## src/rtl/alu_result_framer_pkg.sv

```systemverilog
// alu_result_framer_pkg: frame type code, framer states
// and the default-width result buffer entry.
package alu_result_framer_pkg;

  localparam logic [7:0] FRAME_TYPE_RES = 8'hA1;
  localparam int RES_W = 8;
  localparam int SEQ_W = 8;

  typedef enum logic [1:0] {
    IDLE,
    HDR,
    DATA
  } state_t;

  typedef struct packed {
    logic [SEQ_W-1:0] id;
    logic [RES_W-1:0] result;
  } fifo_entry_t;

endpackage

```

## src/rtl/alu_res_fifo.sv

```systemverilog
// alu_res_fifo: synchronous FIFO, sync active-high reset.
// push/pop/din in; dout (head), full, empty, level out.
module alu_res_fifo #(
  parameter int W     = 16,
  parameter int DEPTH = 8
) (
  input  logic                     clk,
  input  logic                     rst,
  input  logic                     push,
  input  logic                     pop,
  input  logic [W-1:0]             din,
  output logic [W-1:0]             dout,
  output logic                     full,
  output logic                     empty,
  output logic [$clog2(DEPTH):0]   level
);

  localparam int AW = $clog2(DEPTH);
  localparam logic [AW:0] FULL_LVL = DEPTH[AW:0];

  logic [W-1:0] mem [DEPTH];
  logic [AW:0]  wr_q;
  logic [AW:0]  rd_q;
  logic         do_push;
  logic         do_pop;

  // Pointers carry one extra wrap bit so the
  // difference is the occupancy directly.
  assign level   = wr_q - rd_q;
  assign full    = (level == FULL_LVL);
  assign empty   = (level == '0);
  assign do_push = push & ~full;
  assign do_pop  = pop & ~empty;
  assign dout    = mem[rd_q[AW-1:0]];

  always_ff @(posedge clk) begin
    if (do_push) mem[wr_q[AW-1:0]] <= din;
  end

  always_ff @(posedge clk) begin
    if (rst) begin
      wr_q <= '0;
      rd_q <= '0;
    end else begin
      if (do_push) wr_q <= wr_q + 1'b1;
      if (do_pop)  rd_q <= rd_q + 1'b1;
    end
  end

endmodule

```

## src/rtl/alu_result_framer.sv

```systemverilog
// alu_result_framer: buffers valid ALU results with a sequence
// ID and emits each as a header+data frame on a SOF/EOF stream.
// In : CLK, RST, EX_ALU, EX_ALU_VLD, TX_DST_RDY
// Out: TX_DATA, TX_SOF, TX_EOF, TX_SRC_RDY, OVERFLOW, FIFO_LEVEL
module alu_result_framer
  import alu_result_framer_pkg::*;
#(
  parameter int DATA_WIDTH = RES_W,
  parameter int OUT_WIDTH  = 16,
  parameter int FIFO_DEPTH = 8,
  parameter int ID_WIDTH   = SEQ_W
) (
  input  logic                        CLK,
  input  logic                        RST,
  input  logic [DATA_WIDTH-1:0]       EX_ALU,
  input  logic                        EX_ALU_VLD,
  output logic [OUT_WIDTH-1:0]        TX_DATA,
  output logic                        TX_SOF,
  output logic                        TX_EOF,
  output logic                        TX_SRC_RDY,
  input  logic                        TX_DST_RDY,
  output logic                        OVERFLOW,
  output logic [$clog2(FIFO_DEPTH):0] FIFO_LEVEL
);

  typedef struct packed {
    logic [ID_WIDTH-1:0]   id;
    logic [DATA_WIDTH-1:0] result;
  } entry_t;

  localparam int EW = ID_WIDTH + DATA_WIDTH;

  state_t               state_q, state_d;
  entry_t               hold_q, hold_d, head;
  logic [ID_WIDTH-1:0]  id_q;
  logic                 ovf_q;
  logic [OUT_WIDTH-1:0] data_q, data_d;
  logic                 sof_q, sof_d;
  logic                 eof_q, eof_d;
  logic                 rdy_q, rdy_d;
  logic                 full, empty;
  logic                 push, pop, xfer;

  // Full is the pre-edge state, so a pop in the
  // same cycle never makes room for the push.
  assign push = EX_ALU_VLD & ~full;
  assign xfer = rdy_q & TX_DST_RDY;

  alu_res_fifo #(
    .W     (EW),
    .DEPTH (FIFO_DEPTH)
  ) u_fifo (
    .clk   (CLK),
    .rst   (RST),
    .push  (push),
    .pop   (pop),
    .din   ({id_q, EX_ALU}),
    .dout  (head),
    .full  (full),
    .empty (empty),
    .level (FIFO_LEVEL)
  );

  function automatic logic [OUT_WIDTH-1:0] hdr_word(entry_t e);
    hdr_word = '0;
    hdr_word[ID_WIDTH+7:0] = {e.id, FRAME_TYPE_RES};
  endfunction

  function automatic logic [OUT_WIDTH-1:0] res_word(entry_t e);
    res_word = '0;
    res_word[DATA_WIDTH-1:0] = e.result;
  endfunction

  always_ff @(posedge CLK) begin
    if (RST) begin
      state_q <= IDLE;
      hold_q  <= '0;
      id_q    <= '0;
      ovf_q   <= 1'b0;
      data_q  <= '0;
      sof_q   <= 1'b0;
      eof_q   <= 1'b0;
      rdy_q   <= 1'b0;
    end else begin
      state_q <= state_d;
      hold_q  <= hold_d;
      data_q  <= data_d;
      sof_q   <= sof_d;
      eof_q   <= eof_d;
      rdy_q   <= rdy_d;
      if (push) id_q <= id_q + ID_WIDTH'(1);
      if (EX_ALU_VLD & full) ovf_q <= 1'b1;
    end
  end

  always_comb begin
    state_d = state_q;
    pop     = 1'b0;
    unique case (state_q)
      IDLE: begin
        if (!empty) begin
          pop     = 1'b1;
          state_d = HDR;
        end
      end
      HDR: begin
        if (xfer) state_d = DATA;
      end
      DATA: begin
        if (xfer) begin
          if (!empty) begin
            pop     = 1'b1;
            state_d = HDR;
          end else begin
            state_d = IDLE;
          end
        end
      end
      default: state_d = IDLE;
    endcase
    hold_d = pop ? head : hold_q;
  end

  // Next values of the output registers. Entering HDR
  // from IDLE spends one cycle loading the header; the
  // back-to-back path loads it straight from the FIFO head.
  always_comb begin
    data_d = data_q;
    sof_d  = sof_q;
    eof_d  = eof_q;
    rdy_d  = rdy_q;
    unique case (state_q)
      IDLE: begin
        data_d = '0;
        sof_d  = 1'b0;
        eof_d  = 1'b0;
        rdy_d  = 1'b0;
      end
      HDR: begin
        if (!rdy_q) begin
          data_d = hdr_word(hold_q);
          sof_d  = 1'b1;
          eof_d  = 1'b0;
          rdy_d  = 1'b1;
        end else if (xfer) begin
          data_d = res_word(hold_q);
          sof_d  = 1'b0;
          eof_d  = 1'b1;
          rdy_d  = 1'b1;
        end
      end
      DATA: begin
        if (xfer) begin
          if (!empty) begin
            data_d = hdr_word(head);
            sof_d  = 1'b1;
            eof_d  = 1'b0;
            rdy_d  = 1'b1;
          end else begin
            data_d = '0;
            sof_d  = 1'b0;
            eof_d  = 1'b0;
            rdy_d  = 1'b0;
          end
        end
      end
      default: begin
        data_d = '0;
        sof_d  = 1'b0;
        eof_d  = 1'b0;
        rdy_d  = 1'b0;
      end
    endcase
  end

  assign TX_DATA    = data_q;
  assign TX_SOF     = sof_q;
  assign TX_EOF     = eof_q;
  assign TX_SRC_RDY = rdy_q;
  assign OVERFLOW   = ovf_q;

endmodule

```

## config.mk

```make
export PLATFORM = sky130hd
export DESIGN_NAME = alu_result_framer
export DESIGN_NICKNAME = d
export VERILOG_FILES = /design/src/rtl/alu_result_framer_pkg.sv /design/src/rtl/alu_res_fifo.sv /design/src/rtl/alu_result_framer.sv
export SDC_FILE = /design/constraint.sdc
export NUM_CORES = 1
export LEC_CHECK = 0
export CELL_PAD_IN_SITES_DETAIL_PLACEMENT = 1
export CELL_PAD_IN_SITES_GLOBAL_PLACEMENT = 2
export CORE_MARGIN = 3
export CORE_UTILIZATION = 45
export CTS_CLUSTER_DIAMETER = 40
export DETAILED_ROUTE_END_ITERATION = 12
export PLACE_DENSITY = 0.9
export SLEW_MARGIN = 20
export SYNTH_ARGS = -nofsm -noshare
export SYNTH_HDL_FRONTEND = slang
export SYNTH_SLANG_ARGS = --single-unit
```

## constraint.sdc

```tcl
create_clock -name CLK -period 11.49 [get_ports CLK]
set_input_delay 2.298 -clock CLK [delete_from_list [all_inputs] [get_ports CLK]]
set_output_delay 2.298 -clock CLK [all_outputs]
set_load 0.05 [all_outputs]
```

# After elaboration in Yosys (flattened, before gate mapping)
# Memories as Yosys holds them, arrays and structs flattened. A register that Yosys moved wholly into a read port is not among the register bits.
# Cells that the tools add are included.
# Widths: inputs -> output; s select.
[totals] ff_bits=54 ramBits=128 input_bits=12 out_inout_bits=24 mem_count=1
[op_classes] add_sub_neg=4 eq_ne=7 n_mux=25 bitwise=7 n_reduce_logical=4
[memory_table] name="u_fifo.mem" words=8 word_bits=16 read_ports=1 rd_clocked_by_memory_dff=1 write_ports=1 line_no="alu_res_fifo.sv:21" source="logic [W-1:0] mem [DEPTH];"
[ops] operator="$mux 16" n=4
[ops] operator="$pmux 16 s2" n=1
[ops] operator="$mux 1" n=10
[ops] operator="$add 4x1->4 const B" n=2
[ops] operator="$add 8x1->8 const B" n=1
[ops] operator="$pmux 1 s2" n=4
[ops] operator="$mux 2" n=3
[ops] operator="$mux 3" n=2
[ops] operator="$ne 2x2->1 const B" n=3
[ops] operator="$pmux 2 s3" n=1
[ops] operator="$and 1x1->1" n=5
[ops] operator="$eq 4x4->1 const B" n=1
[ops] operator="$logic_not 4->1" n=1
[ops] operator="$sub 4x4->4" n=1
[ops] operator="$ne 3x3->1 const B" n=1
[ops] operator="$reduce_and 3->1" n=1
[ops] operator="$eq 2x1->1 const B" n=1
[ops] operator="$eq 2x2->1 const B" n=1
[ops] operator="$logic_not 2->1" n=1
[ops] operator="$not 1->1" n=2
[ops] operator="$reduce_and 2->1" n=1

# Depth between registers and ports, before layout
# Gate-level depths: netlist (run 1).
[logic_depth] word_depth=8 mapped_depth=11 ltp_nobuf=9

# Cells and area by module
# A second synthesis (run 1) with hierarchy kept.
[unflattened] hier_cells=491 area_unflattened_um2=7419.6
[by_module_without_submodules] mod="alu_res_fifo" n_inst=1 cells_per_inst=266 area_per_inst_um2=5504.0 seq_area_each_um2=4063.9
[by_module_without_submodules] mod="alu_result_framer" n_inst=1 cells_per_inst=225 area_per_inst_um2=1915.6 seq_area_each_um2=920.9

# Worst setup path after synthesis (run 1)
# No wires, ideal clock.
[synth_path] kind="input to register" from="input EX_ALU_VLD" to="memory u_fifo.mem[2][0] (enable)" t_arrival_ps=4256 slack_ps=6798 stages=3 n_path_buf=1 path_cell_list="o31ai_4 > buf_6 > nor4b_1"
[synth_via] elab_chain_len=4
[synth_rtl] element="start, declared" line_no="alu_result_framer.sv:16" source="input logic EX_ALU_VLD,"
[synth_rtl] element="$and 1x1->1" line_no="alu_result_framer.sv:46" source="assign push = EX_ALU_VLD & ~full;"
[synth_rtl] element="$and 1x1->1" line_no="alu_res_fifo.sv:32" source="assign do_push = push & ~full;"
[synth_rtl] element="$mux 1" line_no="alu_res_fifo.sv:37" source="if (do_push) mem[wr_q[AW-1:0]] <= din;"
[synth_rtl] element="$mux 1 (not written as such)" line_no="alu_res_fifo.sv:37"
[synth_rtl] element="end, declared" line_no="alu_res_fifo.sv:21"
# No other way between the ends.

# Final worst setup path (run 1)
[layout_path] from="register u_fifo.wr_q[2]" to="output FIFO_LEVEL[3]"
[layout_via] elab_chain_len=1
[layout_rtl] element="start, declared" line_no="alu_res_fifo.sv:22" source="logic [AW:0] wr_q;"
[layout_rtl] element="start signal, assigned" line_no="alu_res_fifo.sv:45" source="if (do_push) wr_q <= wr_q + 1'b1;"
[layout_rtl] element="$sub 4x4->4" line_no="alu_res_fifo.sv:29" source="assign level = wr_q - rd_q;"
[layout_rtl] element="end, declared" line_no="alu_result_framer.sv:23" source="output logic [$clog2(FIFO_DEPTH):0] FIFO_LEVEL"
# No other way between the ends.

==> results of run 1 <==
-- path summary, 6_finish.rpt --
kind	cells past startpoint	slack [ns]	end
max	5	6.34	FIFO_LEVEL[3]
min	2	0.46	TX_EOF
max reg2reg	8	8.13	u_fifo.wr_q[3]
min reg2reg	2	0.46	TX_EOF
-- worst reg2reg max path, cell delays in order, from the launching register on --
cell,delay (ns)
dfxtp_1,0.57
inv_1,0.17
ha_1,0.24
inv_1,0.09
fa_1,0.47
or3_4,0.42
o31ai_4,0.63
nor2_4,0.30
mux2_4,0.37
-- area by class of cell --
cell class / instances / share of cell area (%)
multi-input cells: 268 / 27.4
inverters: 9 / 0.390
well taps: 216 / 3.12
repair buffers: 46 / 4.94
flip-flops and latches: 185 / 57.5
clock buffers: 18 / 4.95
clock inverters: 14 / 1.68
-- power breakdown --
part           switching [mW]  internal (mW)  leakage (nW)
sequential             0.0558          0.816          1.63
clock                   0.255          0.304         0.276
combinational           0.402          0.250         0.900
-- sequential cells by signal (all words and copies together), names as in the netlist, named ones only --
register     count
OVERFLOW         1
TX_SRC_RDY       1
TX_SOF           1
hold_q          16
u_fifo.wr_q      4
u_fifo.mem     128
id_q             8
state_q          2
TX_DATA         16
TX_EOF           1
u_fifo.rd_q      4
-- cell usage in the layout (no fill, tap or decap), types with 10 or more instances in the layout --
| cell | instances |
|---|---|
| nor2_1 | 40 |
| mux2i_1 | 18 |
| a211oi_1 | 13 |
| a21oi_1 | 25 |
| clkdlybuf4s50_1 | 34 |
| buf_4 | 11 |
| clkbuf_16 | 17 |
| mux4_2 | 32 |
| edfxtp_1 | 128 |
| nand2_1 | 29 |
| dfxtp_1 | 56 |
| ha_1 | 10 |
-- per-stage QoR --
stage                     worst slack (ns)  hold slack, ns
final                                 6.34           0.462
after global routing                  6.22           0.506
after CTS                             6.32           0.469
after detailed placement              6.82           0.460
after global placement                6.89           0.447
after floorplan                       6.80           0.461
-- kinds of logic after synthesis --
logic type               synth area share, %
AO/OA/AOI/OAI                           7.15
multiplexers                            12.9
XOR/XNOR                               0.896
adder cells (fa/ha/maj)                 1.92
flip-flops                              66.1
AND/OR/NAND/NOR                         8.00
buffers and inverters                   3.05
-- routing by layer --
layer	GRT usage, %	vias up	share of wire (%)	wire length (um)
met5	0	-	0	0
met4	6.89	0	1.4	221
met3	3.53	14	3.1	502
met2	32.9	87	54	8790
met1	23.0	2204	41	6620
li1	-	1954	-	-
==> reports/metrics.yaml, run 1 <==
clock_network:
  cts_max_level: 4
  postCtsResizedCells: 0
  cts_root_buffer: "clkbuf_16"
  cts_tree: "done"
  post_cts_buffers: 0
  clkLatencyLatePin_ns: 0.43
  ctsLongestPathBuffers: 2
  cts.sinks: 185
  cts-buffers-inserted: 17
  clk_pin_slew_ns: 0.07
  hold_buffers: 0
logic_synthesis:
  syn_area_per_cell_um2: 15.3
  ys_ff_latch: 185
  synthFlopType: "edfxtp_1"
  synth_top_cell_by_area: "edfxtp_1"
  yosysWarnings: 0
  synth_top_cell_area_share_pct: 51.0
  synthArstFlopShare_pct: 0
  synth_area_mm2: 0.00754
  synth_common_cells: "128 x edfxtp_1, 57 x dfxtp_1, 40 x nor2_1"
  yosys.cell_types.count: 62
  syn_nets: 515
  synth_area_leaders: "edfxtp_1 51%, dfxtp_1 15%, mux4_2 9.6%"
  synth_edf_count: 128
  yosysMostFrequentCell: "edfxtp_1"
  ys_seq_area_share_pct: 66.1
  syn_inst: 492
power_and_ir_drop:
  power.leakage_nw: 2.80
  finalPower_mw: 2.08
  power_density_mw_per_mm2: 240
  ir_worst_vdd_uv: 109
grt:
  grt_pass1_wl_mm: 25.8
  antenna_found_initial: 0
  grt_pass1_vias: 4598
  grt_util_all_layers_pct: 18.7
  gr-total-overflow: 0
  grt_max_degree: 68
min_path:
  worstHoldStart: "TX_EOF"
  hold_class: "flip-flop to flip-flop"
worst_setup_path:
  crit_slowest_cell: "clkdlybuf4s50_1"
  crit_start: "u_fifo.wr_q[2]"
  crit-reg2reg-launch: "u_fifo.wr_q[0]"
  required_ns: 9.19
  worstPathArrival_ns: 2.85
  cpPeakStageDelay_ns: 0.73
  cp_top_family: "buffers and inverters"
  path_class: "flip-flop to output port"
  crit_buf_inv: 1
  critPathCaptureType: "output port"
  path_cells: "ha_1 > and3b_2 > o21ai_1 > nand2_1 > clkdlybuf4s50_1"
  cp_max_fo: 9
  start_kind: "flip-flop"
route:
  avgViaCountPerCell: 5.63
  drc: 0
  dr.pass1.iters: 4
  drt_iter0_drc: 218
  wl_per_cell_um: 21.3
  wl_mm: 16.1
  antenna_left: 0
  via_count: 4259
outcome:
  status: "finished clean"
cells_and_area:
  area_delta_synth_final_pct: 14.9
  multiInputGateArea_mm2: 0.00237
  layout-drive-gt1-share_pct: 19.1
  final_net_count: 550
  fin_cells: 756
  fill_cells: 1531
  seq_area_mm2: 0.00499
  final_util_pct: 53.8
  num_antenna_cells: 0
  fin_area_mm2: 0.00866
placement:
  dpl.hpwl_mm: 10.1
  placed_area_mm2: 0.00809
  dp_cells: 724
  io_buffers: 35
  gp_congestion: 0.781
floorplan:
  dieArea_mm2: 0.0183
  io_pins: 36
  die_w_um: 135
  start_util_pct: 46.8
  coreArea_mm2: 0.0161
  fp.dieH_um: 135
  num_rows: 46
sta:
  fin_worst_skew_ns: 0.0103
  setup_viol: 0
  slew_headroom_pct: 30.5
  finalMaxSlewViolations: 0
  period_needed_ns: 5.15
  hold_viol: 0
  fmax_ghz: 0.194
  fin_tns_setup_ns: 0
  rsz0062_at_grt: "no"
  finalCritPeriodShare_pct: 44.8
  worst_pin_slew_ns: 1.04
flow_run:
  cap_violations: 0
(Power assumes the default switching activity.)
==> run 2: changes to the inputs <==
--- a/config.mk
+++ b/config.mk
@@ -8,10 +8,10 @@
 export CELL_PAD_IN_SITES_DETAIL_PLACEMENT = 1
 export CELL_PAD_IN_SITES_GLOBAL_PLACEMENT = 2
 export CORE_MARGIN = 3
-export CORE_UTILIZATION = 45
+export CORE_UTILIZATION = 40
 export CTS_CLUSTER_DIAMETER = 40
 export DETAILED_ROUTE_END_ITERATION = 12
-export PLACE_DENSITY = 0.9
+export PLACE_DENSITY = 0.85
 export SLEW_MARGIN = 20
 export SYNTH_ARGS = -nofsm -noshare
 export SYNTH_HDL_FRONTEND = slang
==> constraint.sdc (replaced) <==
create_clock -name CLK -period 4.55 [get_ports CLK]
set_input_delay 0.91 -clock CLK [delete_from_list [all_inputs] [get_ports CLK]]
set_output_delay 0.91 -clock CLK [all_outputs]
set_load 0.05 [all_outputs]
==> run 2 against run 1 <==
Against the previous run:
- register-to-register slack worse by 6.9 ns
- combinational power increased by 150%
- global-route usage down 2.4 points
- final area grew 0.58%
- wire length is 2.5% lower
==> reports/metrics.yaml, run 2 (synthesis gave the netlist of run 1 again) <==
route:
  via_count: 4226  # -0.77%
  drt_iter0_drc: 327  # +50%
  wl_mm: 15.7  # -2.5%
  wl_per_cell_um: 20.4  # -4.3%
  antenna_left: 0  # unchanged
  dr.pass1.iters: 4  # unchanged
  drc: 0  # unchanged
  avgViaCountPerCell: 5.49  # -2.6%
worst_setup_path:
  r2r_slack_ns: 1.28  # -6.85 ns
  crit-reg2reg-launch: "u_fifo.wr_q[0]"
  reg2reg_to: "u_fifo.wr_q[3]"
  path_class: "flip-flop to output port"
  start_kind: "flip-flop"
  worstSetupEndpoint: "FIFO_LEVEL[3]"
  critPathCaptureType: "output port"
  required_ns: 3.64  # -5.55 ns
  worstPathArrival_ns: 2.79  # -0.06 ns
  reg2regPathDepth: 8  # unchanged
  cp_max_fo: 9  # unchanged
  crit_start: "u_fifo.wr_q[2]"
sta:
  setup_viol: 0  # unchanged
  hold_ws_ns: 0.460  # -0.00139 ns
  fin_tns_setup_ns: 0  # unchanged
  slew_headroom_pct: 31.3  # +0.79 points
  hold_viol: 0  # unchanged
  finalMaxSlewViolations: 0  # unchanged
  worst_pin_slew_ns: 1.03  # -0.00994 ns
  fin_worst_skew_ns: 0.0109  # +0.000666 ns
  fmax_ghz: 0.270
  finalCritPeriodShare_pct: 81.4
  rsz0062_at_grt: "no"
  period_needed_ns: 3.70
clock_network:
  cts-buffers-inserted: 17  # unchanged
  clkLatencyLatePin_ns: 0.43  # about the same
  cts_max_level: 4  # unchanged
  cts_tree: "done"
  cts_root_buffer: "clkbuf_16"
  post_cts_buffers: 0  # unchanged
  clk_pin_slew_ns: 0.07  # about the same
  postCtsResizedCells: 0  # unchanged
  cts.sinks: 185  # unchanged
  hold_buffers: 0  # unchanged
  ctsLongestPathBuffers: 2  # unchanged
grt:
  grt_pass1_vias: 4441  # -3.4%
  grt_pass1_wl_mm: 25.2  # -2.1%
  grt_util_all_layers_pct: 16.3  # -2.4 points
  gr-total-overflow: 0  # unchanged
  antenna_found_initial: 0  # unchanged
  grt_max_degree: 48  # -29%
cells_and_area:
  final_cell_mix: "128 x edfxtp_1, 56 x dfxtp_1, 40 x nor2_1"
  fill_cells: 1792  # +17%
  largest_register_ff_count: 128  # unchanged
  final_net_count: 551  # +0.18%
  final_util_pct: 47.7  # -6.1 points
  layout-drive-gt1-share_pct: 19.6  # +0.52 points
  multiInputGateArea_mm2: 0.00237  # unchanged
  num_antenna_cells: 0  # unchanged
  area_delta_synth_final_pct: 15.5
  seq_area_mm2: 0.00499  # unchanged
  final_common_cell: "edfxtp_1"
floorplan:
  dieArea_mm2: 0.0205  # +12%
  fp.dieH_um: 143  # +5.8%
  start_util_pct: 41.3  # -5.5 points
  io_pins: 36  # unchanged
  coreArea_mm2: 0.0183  # +13%
  num_rows: 49  # +6.5%
  die_w_um: 143  # +5.8%
placement:
  io_buffers: 35  # unchanged
  dpl.hpwl_mm: 10.0  # -0.82%
  gp_congestion: 0.752  # -3.6%
power_and_ir_drop:
  finalPower_mw: 5.31  # +160%
  ir_worst_vdd_uv: 277  # +150%
  power_density_mw_per_mm2: 609  # +150%
  power.leakage_nw: 2.82  # +0.60%
min_path:
  hold_class: "flip-flop to flip-flop"
outcome:
  status: "finished clean"
flow_run:
  cap_violations: 0  # unchanged
-- run 2: cell type report --
class | instances | area share [%]
inverter | 9 | 0.388
tap | 229 | 3.29
multi-input combinational | 268 | 27.2
sequential | 185 | 57.2
clock buffer | 17 | 4.88
timing repair buffer | 47 | 5.00
clock inverter | 15 | 2.01
-- run 2: power breakdown --
part           switching, mW  total (mW)  internal, mW
registers              0.175        2.23          2.06
logic                  0.964        1.60         0.639
clock network          0.687        1.47         0.786
total                   1.83        5.31          3.48
-- run 2: per-stage QoR --
step,std cells,setup slack [ns],area [um^2]
final,770,0.847,8710
after global routing,770,0.704,8710
after CTS,770,0.813,8710
after detailed placement,738,1.28,8110
after global placement,738,1.34,8110
after floorplan,492,0.211,7540
-- run 2: critical path, cell delays in order, from the launching register on --
cell and delay [ns]:
dfxtp_1 0.58, ha_1 0.39, and3b_2 0.28, o21ai_1 0.28, nand2_1 0.11, clkdlybuf4s50_1 0.72
-- run 2: worst min path at each step --
stage / from / endpoint / depth (start not counted)
after CTS: TX_EOF / TX_EOF / 2
final: TX_EOF / TX_EOF / 2
after floorplan: hold_q[15] / hold_q[15] / 2
after global routing: TX_EOF / TX_EOF / 2
after global placement: OVERFLOW / OVERFLOW / 2
after detailed placement: TX_EOF / TX_EOF / 2
-- run 2: routing by layer --
| layer | up-vias | track usage, % | share of wire (%) |
|---|---|---|---|
| li1 | 1965 | - | - |
| met1 | 2144 | 20.8 | 43 |
| met2 | 100 | 27.7 | 52 |
| met3 | 17 | 3.19 | 3.3 |
| met4 | 0 | 6.00 | 1.8 |
| met5 | - | 0 | 0 |
